### src/rtl/ifetch_bp.sv
// ifetch_bp -- instruction fetch unit with an instruction queue and a 2-bit BHT.
//
// Fetches one instruction at a time from the I-cache. Responses are pushed into
// a circular queue that feeds the decoder. Conditional branches are predicted
// with a table of 2-bit saturating counters, so fetch never stalls on them.
// A JALR parks fetch until the ROB redirects.
//
// Ports
//   clk, rst       clock and synchronous active-high reset
//   rdy            global enable; when low every register holds
//   pc_cache       fetch address to the I-cache (registered)
//   pc_flag        fetch request valid; the cache accepts it in the same cycle
//   ins_ori        instruction returned by the cache
//   ins_ori_flag   ins_ori valid (one per accepted request)
//   ins, ins_pc    queue-head instruction and its PC
//   ins_pred       queue-head predicted-taken bit
//   ins_flag       queue head valid
//   lsb_full, rob_full, rs_full   downstream backpressure (any one blocks pop)
//   br_commit, br_pc, br_taken    retiring conditional branch, trains the BHT
//   jp_wrong, jp_target           redirect: flush everything, fetch from target
module ifetch_bp #(
    parameter int          IQ_DEPTH_LOG = 3,
    parameter int          BHT_IDX_W    = 6,
    parameter logic [31:0] RESET_PC     = 32'h0
) (
    input  logic        clk,
    input  logic        rst,
    input  logic        rdy,
    output logic [31:0] pc_cache,
    output logic        pc_flag,
    input  logic [31:0] ins_ori,
    input  logic        ins_ori_flag,
    output logic [31:0] ins,
    output logic [31:0] ins_pc,
    output logic        ins_pred,
    output logic        ins_flag,
    input  logic        lsb_full,
    input  logic        rob_full,
    input  logic        rs_full,
    input  logic        br_commit,
    input  logic [31:0] br_pc,
    input  logic        br_taken,
    input  logic        jp_wrong,
    input  logic [31:0] jp_target
);

    localparam int IQ_DEPTH  = 1 << IQ_DEPTH_LOG;
    localparam int BHT_DEPTH = 1 << BHT_IDX_W;
    localparam logic [IQ_DEPTH_LOG-1:0] PTR_ONE  = IQ_DEPTH_LOG'(1);
    localparam logic [IQ_DEPTH_LOG:0]   CNT_ONE  = (IQ_DEPTH_LOG+1)'(1);
    localparam logic [IQ_DEPTH_LOG:0]   CNT_FULL = (IQ_DEPTH_LOG+1)'(IQ_DEPTH);

    localparam logic [6:0] OP_JAL    = 7'b1101111;
    localparam logic [6:0] OP_JALR   = 7'b1100111;
    localparam logic [6:0] OP_BRANCH = 7'b1100011;

    typedef enum logic [1:0] {
        S_REQ  = 2'd0,   // free to issue a request
        S_WAIT = 2'd1,   // one request outstanding, response will be used
        S_HALT = 2'd2,   // JALR fetched, wait for a redirect
        S_DROP = 2'd3    // one request outstanding, response must be discarded
    } state_t;

    // J-type immediate, sign-extended, bit 0 forced to zero
    function automatic logic [31:0] j_imm(input logic [31:0] w);
        return {{11{w[31]}}, w[31], w[19:12], w[20], w[30:21], 1'b0};
    endfunction

    // B-type immediate, sign-extended, bit 0 forced to zero
    function automatic logic [31:0] b_imm(input logic [31:0] w);
        return {{19{w[31]}}, w[31], w[7], w[30:25], w[11:8], 1'b0};
    endfunction

    // 2-bit saturating counter step
    function automatic logic [1:0] ctr_step(input logic [1:0] c, input logic taken);
        logic [1:0] r;
        r = c;
        if (taken) begin
            if (c != 2'b11) r = c + 2'b01;
            else            r = c;
        end else begin
            if (c != 2'b00) r = c - 2'b01;
            else            r = c;
        end
        return r;
    endfunction

    state_t                  state_r;
    state_t                  state_nxt_s;
    logic [31:0]             pc_r;
    logic [31:0]             pc_nxt_s;
    logic [IQ_DEPTH_LOG-1:0] head_r;
    logic [IQ_DEPTH_LOG-1:0] tail_r;
    logic [IQ_DEPTH_LOG:0]   count_r;
    logic [31:0]             q_ins_r  [IQ_DEPTH];
    logic [31:0]             q_pc_r   [IQ_DEPTH];
    logic                    q_pred_r [IQ_DEPTH];
    logic [1:0]              bht_r    [BHT_DEPTH];

    logic                    full_s;
    logic                    pop_s;
    logic                    push_s;
    logic                    push_pred_s;
    logic                    bht_pred_s;
    logic [BHT_IDX_W-1:0]    pred_idx_s;
    logic [BHT_IDX_W-1:0]    upd_idx_s;
    logic                    unused_s;

    assign pred_idx_s = pc_r[BHT_IDX_W+1:2];
    assign upd_idx_s  = br_pc[BHT_IDX_W+1:2];
    assign bht_pred_s = bht_r[pred_idx_s][1];
    assign unused_s   = ^{br_pc[31:BHT_IDX_W+2], br_pc[1:0]};

    assign full_s   = (count_r == CNT_FULL);
    assign ins_flag = (count_r != '0);
    assign pop_s    = ins_flag && !(lsb_full || rob_full || rs_full);
    assign pc_flag  = rdy && (state_r == S_REQ) && !full_s && !jp_wrong;
    assign pc_cache = pc_r;
    assign ins      = q_ins_r[head_r];
    assign ins_pc   = q_pc_r[head_r];
    assign ins_pred = q_pred_r[head_r];

    // Next-state, next-PC and push decision
    always_comb begin
        state_nxt_s = state_r;
        pc_nxt_s    = pc_r;
        push_s      = 1'b0;
        push_pred_s = 1'b0;
        if (jp_wrong) begin
            pc_nxt_s = jp_target;
            // an outstanding request still owes a response; if it is not
            // arriving right now it has to be swallowed later in DROP
            case (state_r)
                S_WAIT, S_DROP: state_nxt_s = ins_ori_flag ? S_REQ : S_DROP;
                default:        state_nxt_s = S_REQ;
            endcase
        end else begin
            case (state_r)
                S_REQ: begin
                    if (pc_flag) state_nxt_s = S_WAIT;
                    else         state_nxt_s = S_REQ;
                end
                S_WAIT: begin
                    if (ins_ori_flag) begin
                        push_s = 1'b1;
                        case (ins_ori[6:0])
                            OP_JAL: begin
                                push_pred_s = 1'b1;
                                pc_nxt_s    = pc_r + j_imm(ins_ori);
                                state_nxt_s = S_REQ;
                            end
                            OP_BRANCH: begin
                                push_pred_s = bht_pred_s;
                                if (bht_pred_s) pc_nxt_s = pc_r + b_imm(ins_ori);
                                else            pc_nxt_s = pc_r + 32'd4;
                                state_nxt_s = S_REQ;
                            end
                            OP_JALR: begin
                                state_nxt_s = S_HALT;
                            end
                            default: begin
                                pc_nxt_s    = pc_r + 32'd4;
                                state_nxt_s = S_REQ;
                            end
                        endcase
                    end else begin
                        state_nxt_s = S_WAIT;
                    end
                end
                S_HALT: state_nxt_s = S_HALT;
                S_DROP: begin
                    if (ins_ori_flag) state_nxt_s = S_REQ;
                    else              state_nxt_s = S_DROP;
                end
                default: state_nxt_s = S_REQ;
            endcase
        end
    end

    // FSM state and fetch PC registers
    always_ff @(posedge clk) begin
        if (rst) begin
            state_r <= S_REQ;
            pc_r    <= RESET_PC;
        end else if (rdy) begin
            state_r <= state_nxt_s;
            pc_r    <= pc_nxt_s;
        end
    end

    // Queue pointers and occupancy; a flush wins over push and pop
    always_ff @(posedge clk) begin
        if (rst) begin
            head_r  <= '0;
            tail_r  <= '0;
            count_r <= '0;
        end else if (rdy) begin
            if (jp_wrong) begin
                head_r  <= '0;
                tail_r  <= '0;
                count_r <= '0;
            end else begin
                if (push_s) tail_r <= tail_r + PTR_ONE;
                if (pop_s)  head_r <= head_r + PTR_ONE;
                case ({push_s, pop_s})
                    2'b10:   count_r <= count_r + CNT_ONE;
                    2'b01:   count_r <= count_r - CNT_ONE;
                    default: count_r <= count_r;
                endcase
            end
        end
    end

    // Queue storage; the pushed PC is the address the request was issued at
    always_ff @(posedge clk) begin
        if (rst) begin
            for (int i = 0; i < IQ_DEPTH; i++) begin
                q_ins_r[i]  <= 32'h0;
                q_pc_r[i]   <= 32'h0;
                q_pred_r[i] <= 1'b0;
            end
        end else if (rdy && push_s) begin
            q_ins_r[tail_r]  <= ins_ori;
            q_pc_r[tail_r]   <= pc_r;
            q_pred_r[tail_r] <= push_pred_s;
        end
    end

    // BHT training; a same-cycle prediction read sees the pre-update value
    always_ff @(posedge clk) begin
        if (rst) begin
            for (int i = 0; i < BHT_DEPTH; i++) begin
                bht_r[i] <= 2'b01;
            end
        end else if (rdy && br_commit) begin
            bht_r[upd_idx_s] <= ctr_step(bht_r[upd_idx_s], br_taken);
        end
    end

endmodule

### config.mk
export PLATFORM = sky130hd
export DESIGN_NAME = ifetch_bp
export DESIGN_NICKNAME = d
export VERILOG_FILES = /design/src/rtl/ifetch_bp.sv
export SDC_FILE = /design/constraint.sdc
export NUM_CORES = 1
export LEC_CHECK = 0
export CAP_MARGIN = 10
export CORE_MARGIN = 8
export CORE_UTILIZATION = 40
export CTS_BUF_LIST = sky130_fd_sc_hd__clkbuf_16
export DETAILED_ROUTE_END_ITERATION = 7
export PLACE_DENSITY_LB_ADDON = 0.25
export RECOVER_POWER = 25
export SYNTH_ARGS = -nofsm -noshare
export SYNTH_HDL_FRONTEND = slang
export SYNTH_SLANG_ARGS = --single-unit
### constraint.sdc
create_clock -name clk -period 3.8 [get_ports clk]
set_input_delay 0.38 -clock clk [delete_from_list [all_inputs] [get_ports clk]]
set_output_delay 0.38 -clock clk [all_outputs]
set_load 0.05 [all_outputs]
== Word level (Yosys, flattened, before mapping) ==
Memories as Yosys holds them, arrays and structs flattened. A register that Yosys moved wholly into a read port is not among the register bits.
Cells that the tools add are included.

* Word-level logic and storage cells: 115
* Memories kept: 4
* Memory bits (writable): 648
* Output and inout bits: 99
* Flip-flop bits (word level): 44
* Bits of input ports: 106

* Equal/unequal tests: 11
* Reductions and logical operators: 28
* Multiplexer cells: 58
* $add $sub $neg: 9

{| class="wikitable"
|+ Memories
! name !! words !! width !! rd ports !! clocked after memory_dff !! write ports !! line !! source
|-
| q_ins_r || 8 || 32 || 1 || 1 || 8 || 95 || <nowiki>logic [31:0] q_ins_r [IQ_DEPTH];</nowiki>
|-
| q_pc_r || 8 || 32 || 1 || 1 || 8 || 96 || <nowiki>logic [31:0] q_pc_r [IQ_DEPTH];</nowiki>
|-
| bht_r || 64 || 2 || 2 || 1 || 64 || 98 || <nowiki>logic [1:0] bht_r [BHT_DEPTH];</nowiki>
|-
| q_pred_r || 8 || 1 || 1 || 1 || 8 || 97 || <nowiki>logic q_pred_r [IQ_DEPTH];</nowiki>
|}

{| class="wikitable"
|+ Operators with widths
! operator !! count
|-
| $mux W32 || 6
|-
| $pmux W32 S3 || 1
|-
| $add A32 B32 Y32 || 2
|-
| $reduce_or A32 Y1 || 2
|-
| $mux W3 || 13
|-
| $add A32 B3 Y32 const B || 1
|-
| $mux W2 || 11
|-
| $eq A7 B7 Y1 const B || 3
|-
| $mux W1 || 20
|-
| $mux W6 || 3
|-
| $reduce_bool A2 Y1 || 5
|-
| $pmux W2 S4 || 1
|-
| $pmux W4 S2 || 1
|-
| $add A3 B1 Y3 const B || 2
|-
| $eq A2 B2 Y1 const B || 3
|-
| $logic_and A1 B1 Y1 || 6
|-
| $reduce_and A2 Y1 || 3
|-
| $add A4 B1 Y4 const B || 1
|-
| $eq A2 B1 Y1 const B || 2
|-
| $eq A4 B4 Y1 const B || 1
|-
| $mux W4 || 1
|-
| $ne A2 B2 Y1 const B || 2
|-
| $reduce_and A4 Y1 || 1
|-
| $reduce_bool A4 Y1 || 1
|-
| other kinds (10) || 14
|}

== Logic depth before layout (Yosys ltp) ==
Gate-level depths: netlist of the first run.

* Depth after elaboration: 9
* Mapped depth: 13
* Mapped depth without buffers: 12

== Worst setup path before layout of the first run ==
No wires, ideal clock.

* Path type: input -> output
* From: input port jp_wrong
* To: output port pc_flag
* Path slack: 0.052 ns
* Path buffers: 1
* Stages on the path: 4
* Arrival: 3.368 ns
* Data required time: 3.420 ns
* Path through: clkbuf_1 inv_1 nand2_1 a2111oi_0

* Longest elaborated chain between the ends: 2

{| class="wikitable"
|+ RTL lines
! element !! line !! source
|-
| start: declaration || 43 || <nowiki>input logic jp_wrong,</nowiki>
|-
| $logic_not A1 Y1 || 117 || <nowiki>assign pc_flag = rdy && (state_r == S_REQ) && !full_s && !jp_wrong;</nowiki>
|-
| $logic_and A1 B1 Y1 || 117 ||
|-
| end: declaration || 30 || <nowiki>output logic pc_flag,</nowiki>
|}

No other way between the ends.

== Worst setup path in the final report of the first run ==
* From: register pc_r[2] (netlist: pc_cache[2])
* To: register pc_r[30] (netlist: pc_cache[30])

* Longest elaborated chain between the ends: 6
* Elaborated cells on any way between the ends: 8
* Classes of those cells: add/sub (3); mux (5)

{| class="wikitable"
|+ RTL lines
! element !! line !! source
|-
| start: declaration || 90 || <nowiki>logic [31:0] pc_r;</nowiki>
|-
| start signal: assignment || 187 || <nowiki>pc_r <= pc_nxt_s;</nowiki>
|-
| $add A32 B3 Y32 or $add A32 B32 Y32 (tied branches) || 155, 162, 154 ||
|-
| $mux W32 || 154 || <nowiki>if (bht_pred_s) pc_nxt_s = pc_r + b_imm(ins_ori);</nowiki>
|-
| $pmux W32 S3 (*) || 146 || <nowiki>case (ins_ori[6:0])</nowiki>
|-
| $mux W32 (*) || 144 || <nowiki>if (ins_ori_flag) begin</nowiki>
|-
| $mux W32 (*) || 138 || <nowiki>case (state_r)</nowiki>
|-
| $mux W32 (*) || 129 || <nowiki>if (jp_wrong) begin</nowiki>
|}

Mark *: on every way between the ends. The rest lies on a longest branch, timed or not. The select of a mux whose other input is x is not followed.
A chain may end at the register's enable or synchronous reset.

==> results.json, run 1 <==
{
  "hp-start": "rst",
  "grt_max_degree": 72,
  "critPathLaunchType": "flop",
  "fin_setup_tns_ns": 0,
  "hold_viol": 0,
  "ff2ff_setup_slack_ns": 0.15,
  "drc_errors": 0,
  "p_leak_nw": 15.9,
  "clk-insertion-delay-late_ns": 0.65,
  "worstPathArrival_ns": 4.18,
  "cp-startpoint": "pc_cache[2]$_SDFFE_PP0P_",
  "initial_core_util": 0.403,
  "placedCellCount": 4172,
  "synth-seq-cells": 701,
  "synth.distinct_cells": 85,
  "yosysSeqAreaShare": 0.566,
  "final_core_util": 0.480,
  "crit_type": "reg2reg",
  "cts_tree": "yes",
  "critPathMaxStageDelay_ns": 0.67,
  "fin_ws_ns": 0.150,
  "crit_path_frequent_cell": "a211oi_1",
  "grt.total_usage": 0.225,
  "fin_crit_sh": 0.961,
  "worstMarginPinSlew_ns": 1.37,
  "rsz0062_at_grt": "false",
  "hold_ws_ns": 0.0686,
  "reg2reg_from": "pc_cache[2]$_SDFFE_PP0P_",
  "die_y_um": 317,
  "path_cells": "ha_1, a211oi_1, o21ai_0, a211oi_1, nor2_1, a31oi_1, buf_4, o31ai_1, o221ai_1, nand2_1, a221oi_1",
  "initialDrtViolationCount": 2496,
  "powerDensity_mw_per_mm2": 431,
  "drive_gt1_frac": 0.186,
  "synthFlopType": "edfxtp_1",
  "worstPathRequired_ns": 4.33,
  "hold_class": "in2reg",
  "row_count": 110,
  "drtPass1Iterations": 6,
  "syn_avg_cell_area_um2": 12.7,
  "detail_route.vias_per_cell": 5.83,
  "stdcell_count": 4327,
  "synthCells": 2852,
  "die_area_mm2": 0.100,
  "synth-edff-count": 648,
  "syn_nets": 3009,
  "place_ws_ns": -0.0876,
  "postRouteAntennaNets": 0,
  "coreArea_mm2": 0.0899,
  "antenna_found_initial": 10,
  "maxCapViolCount": 0,
  "outcome": "finished clean",
  "htree_levels": 3,
  "fillers": 7889,
  "gp_congestion": 0.943,
  "numCtsBuffers": 80,
  "ios": 205,
  "clockRootBuffer": "clkbuf_16",
  "port-buffer-count": 178,
  "yosysWarnings": 0,
  "synthesis.area_mm2": 0.0362,
  "fmax_mhz": 274,
  "setup_viol": 0,
  "wl_per_cell_um": 26.6,
  "clk_pin_slew_ns": 0.06,
  "area_growth_pct": 19.0,
  "nets": 3235,
  "peakVddDrop_mv": 0.385,
  "overflow": 0,
  "cts_sinks": 701,
  "cp_slowest_cell": "dfxtp_1",
  "grt_pass1_vias": 25200,
  "drv_slew": 0,
  "async_reset_ff_frac": 0,
  "end_kind": "flop",
  "critPathMaxFanout": 9,
  "hpwl_um": 76700,
  "clock_skew_ns": 0.0447,
  "clockBufferDepth": 3,
  "die_width_um": 317,
  "vias": 25200,
  "wirelength_um": 115000,
  "min_period_ns": 3.65,
  "relSlewSlack": 0.0868,
  "grt_pass1_wl_um": 169000
}
-- Yosys cell counts, drive strengths merged (4+ instances only) --
master,count,area (um^2)
nand2,136,510
a221oi,21,190
nor3,75,380
clkinv,6,22.5
buf,54,380
mux2i,41,410
a21o,41,308
xor2,41,359
and2,374,2340
a22oi,17,128
a21oi,95,479
nor2b,9,56.3
clkbuf,183,687
nand2b,31,196
o22ai,10,62.6
or2,38,238
and3,137,862
o211ai,6,45.0
ha,48,601
a31oi,11,68.8
nand3,72,365
inv,28,105
dfxtp,53,1060
o31ai,4,30.0
o21ai,107,536
o21bai,7,52.6
mux2,79,890
nand4,12,75.1
nor4,4,25.0
edfxtp,648,19500
a211oi,15,123
or3,15,93.8
nor2,170,638
nor3b,8,70.1
mux4,151,3420
a221o,7,70.1
xnor2,25,219
nand3b,8,60.1
o221ai,16,140
o21a,5,37.5
-- worst max-delay path: cells and delay by family, from the launching register on --
| family | cells | cell delay (ns) |
|---|---|---|
| flops | 1 | 0.67 |
| buf+inv | 1 | 0.21 |
| fa+ha+maj | 1 | 0.35 |
| compound gates | 7 | 2.00 |
| simple gates | 2 | 0.31 |
-- final timing paths --
path / end / cells past startpoint
max: pc_cache[30]$_SDFFE_PP0P_ / 11
min: state_r[1]$_SDFFE_PP0P_ / 2
max reg2reg: pc_cache[30]$_SDFFE_PP0P_ / 11
min reg2reg: flop / 2
-- placed cells by master (no fill, tap or decap), types with 15 or more instances in the layout --
cell type	instances
nand2b_1	28
clkbuf_1	19
mux2_2	79
buf_12	40
a21oi_1	94
o21ai_0	100
and2_1	324
a221oi_1	20
nor3_1	74
nor2_1	169
ha_1	48
buf_4	143
xnor2_1	25
inv_1	44
xor2_1	41
nand2_1	136
nand3_1	71
a21o_1	41
edfxtp_1	648
mux4_2	146
clkdlybuf4s50_1	149
or3_1	15
clkinv_1	28
dlygate4sd3_1	18
clkbuf_16	81
dfxtp_1	50
a22oi_1	17
mux2i_1	41
o221ai_1	16
and2_0	49
or2_2	32
and3_1	134
-- per-stage QoR --
stage	area, um^2	total power, mW
finish	43100	18.6
global route	43100	19.2
global placement	40500	10.9
detailed placement	40500	10.9
floorplan	36200	10.1
CTS	43200	18.7
-- power by group --
part	switching, mW	total, mW	internal (mW)
clock	3.30	7.84	4.53
combinational	1.28	2.02	0.741
sequential	0.0981	8.74	8.65
-- layout make-up --
type                    count  area [um^2]  share of cell area
inverters                  34          128             0.00296
clock buffers              81         2030              0.0470
flip-flops and latches    701        20500               0.476
repair buffers            381         3720              0.0863
clock inverters            65          662              0.0154
well taps                1176         1470              0.0341
diodes                      9         22.5            0.000522
multi-input cells        1880        14600               0.338
-- state kept, by name, summed over array words and instances (netlist names), named ones only --
| signal | cells |
|---|---|
| q_ins_r | 256 |
| q_pc_r | 256 |
| bht_r | 128 |
| pc_cache | 32 |
| q_pred_r | 8 |
| count_r | 4 |
| head_r | 3 |
| tail_r | 3 |
| state_r | 2 |
-- metal layers --
layer / vias up / GRT usage / part of all wire
li1: 11100 / - / -
met2: 1025 / 0.367 / 0.48
met1: 12900 / 0.304 / 0.42
met5: - / 0 / 0.00022
met4: 4 / 0.0707 / 0.027
met3: 174 / 0.0404 / 0.078
-- kinds of logic (layout without fill, tap and decap cells) --
| logic type | count (synthesis) | after routing | synth area share |
|---|---|---|---|
| XOR/XNOR | 66 | 66 | 0.0160 |
| buffers and inverters | 271 | 561 | 0.0330 |
| flip-flops | 701 | 701 | 0.566 |
| other | 0 | 9 | 0 |
| multiplexers | 271 | 271 | 0.130 |
| AND/OR/NAND/NOR | 1097 | 1097 | 0.165 |
| AO/OA/AOI/OAI | 393 | 393 | 0.0706 |
| adder cells (fa/ha/maj) | 53 | 53 | 0.0188 |
-- timing repair --
item,CTS,global route
resized for setup,3,4
buffers inserted,0,0
hold buffers,0,0
setup endpoints to repair,3,4
cloned,0,0
endpoints found under the hold margin,0,0
Power figures use the tool's default switching activity.
==> run 2, diff against run 1 <==
--- a/config.mk
+++ b/config.mk
@@ -8,7 +8,7 @@
 export CAP_MARGIN = 10
 export CORE_MARGIN = 8
 export CORE_UTILIZATION = 40
-export CTS_BUF_LIST = sky130_fd_sc_hd__clkbuf_16
+export CTS_BUF_LIST = sky130_fd_sc_hd__clkbuf_8
 export DETAILED_ROUTE_END_ITERATION = 7
 export PLACE_DENSITY_LB_ADDON = 0.25
 export RECOVER_POWER = 25
==> results.json, run 2 (synthesized netlist as in run 1, its figures left out) <==
{
  "die_width_um": 317,
  "drv_slew": 62,
  "critPathLaunchType": "flop",
  "worstPathRequired_ns": 3.42,
  "nets": 3277,
  "hold_viol": 0,
  "p_sw_frac": 0.263,
  "powerDensity_mw_per_mm2": 407,
  "grt-busiest-layer": "met2",
  "gp_congestion": 0.943,
  "relSlewSlack": -0.131,
  "die_y_um": 317,
  "switching_power_mw": 4.57,
  "grt.total_usage": 0.225,
  "power.total_mw": 17.4,
  "wl_per_cell_um": 26.1,
  "cp_slowest_cell": "clkdlybuf4s50_1",
  "numCtsBuffers": 121,
  "setup_viol": 0,
  "clock_skew_ns": 0.0540,
  "ios": 205,
  "ff2ff_setup_slack_ns": 0.20,
  "port-buffer-count": 178,
  "fmax_mhz": 274,
  "end_kind": "output pin",
  "initial_core_util": 0.403,
  "p_int_mw": 12.8,
  "grt_use_met3": 0.0443,
  "worstMarginPinSlew_ns": 1.70,
  "rsz0062_at_grt": "false",
  "final_core_util": 0.475,
  "use_met2": 0.368,
  "cts_sinks": 701,
  "detail_route.vias_per_cell": 5.78,
  "layout_commonest_cell": "edfxtp_1",
  "grt_max_degree": 72,
  "grt_pass1_wl_um": 169000,
  "violations": "capacitance limit, slew limit",
  "hold_ws_ns": 0.190,
  "drc_errors": 0,
  "clockBufferDepth": 3,
  "postRouteAntennaNets": 0,
  "grt_pass1_vias": 25600,
  "drtPass1Iterations": 7,
  "overflow": 0,
  "outcome": "complete, but fails checks",
  "vias": 25500,
  "fillers": 7971,
  "antenna_found_initial": 11,
  "worstPathArrival_ns": 3.27,
  "initialDrtViolationCount": 2342,
  "comb_power_share": 0.116,
  "clk_pin_slew_ns": 0.07,
  "row_count": 110,
  "power_frac_seq": 0.503,
  "clkPwrFrac": 0.381,
  "drive_gt1_frac": 0.196,
  "hpwl_um": 76700,
  "cts_tree": "yes",
  "final_cell_mix": "648 x edfxtp_1, 321 x and2_1, 169 x nor2_1",
  "critPathMaxStageDelay_ns": 0.70,
  "critPathMaxFanout": 14,
  "hold_class": "in2reg",
  "peakVddDrop_mv": 0.236,
  "min_period_ns": 3.65,
  "use_met1": 0.302,
  "maxCapViolCount": 1,
  "htree_levels": 3,
  "path_cells": "buf_12, buf_12, mux4_2, mux2_2, clkdlybuf4s50_1",
  "crit_type": "reg2out",
  "clockRootBuffer": "clkbuf_8",
  "die_area_mm2": 0.100,
  "wirelength_um": 115000,
  "clk-insertion-delay-late_ns": 0.79,
  "area_growth_pct": 17.9,
  "post-cts-setup-buffers": 0,
  "largestRegisters": "q_ins_r x256, q_pc_r x256, bht_r x128",
  "p_leak_nw": 16.0,
  "coreArea_mm2": 0.0899,
  "crit_path_frequent_cell": "buf_12",
  "fin_crit_sh": 0.959
}
-- run 2: final timing paths --
path / startpoint / end / cells past startpoint
max: flop / ins_pc[17] / 5
max reg2reg: pc_cache[2]$_SDFFE_PP0P_ / pc_cache[24]$_SDFFE_PP0P_ / 11
min: jp_wrong / count_r[3]$_SDFFE_PP0P_ / 4
min reg2reg: head_r[1]$_SDFFE_PP0P_ / flop / 2
-- run 2: worst max-delay path: cells and delay by family (launching register included) --
| family | cells | cell delay (ns) |
|---|---|---|
| mux | 2 | 0.79 |
| buf+inv | 3 | 1.12 |
| flops | 1 | 0.57 |
-- run 2: layout make-up --
| class | count | area, um^2 | share of cell area |
|---|---|---|---|
| inverter | 34 | 128 | 0.00299 |
| sequential | 701 | 20500 | 0.480 |
| timing repair buffer | 382 | 3710 | 0.0869 |
| antenna | 6 | 15.0 | 0.000351 |
| tap | 1176 | 1470 | 0.0344 |
| clock inverter | 97 | 542 | 0.0127 |
| multi-input combinational | 1880 | 14600 | 0.341 |
| clock buffer | 129 | 1780 | 0.0415 |
-- run 2: power groups by stage --
stage	combinational, mW	clock (mW)	sequential (mW)
finish	2.01	6.62	8.75
global route	2.13	7.05	8.77
CTS	2.01	6.75	8.75
detailed placement	2.01	0	8.91
global placement	2.00	0	8.89
floorplan	1.11	0	8.95
-- run 2: through the flow --
step	TNS [ns]	worst slack, ns	area [um^2]	std cells
floorplan	0	0.0524	36200	2852
global placement	-0.362	-0.112	40500	4172
detailed placement	-0.436	-0.0876	40500	4172
CTS	0	0.00299	42800	4399
global route	0	0.00129	42700	4400
finish	0	0.154	42700	4405
-- run 2: repair_timing --
action	4_1_cts	5_1_grt
hold endpoints to repair	10	0
gates cloned	0	0
pin swaps	0	0
hold buffers	1	0
setup endpoints to repair	23	16
resized for setup	23	16
-- run 2: layer usage --
metal,up-vias,share of wire,wire (um)
met5,-,0.00043,49
met4,8,0.029,3290
met3,185,0.080,9180
met2,1049,0.47,54500
met1,13000,0.42,47800
li1,11200,-,-
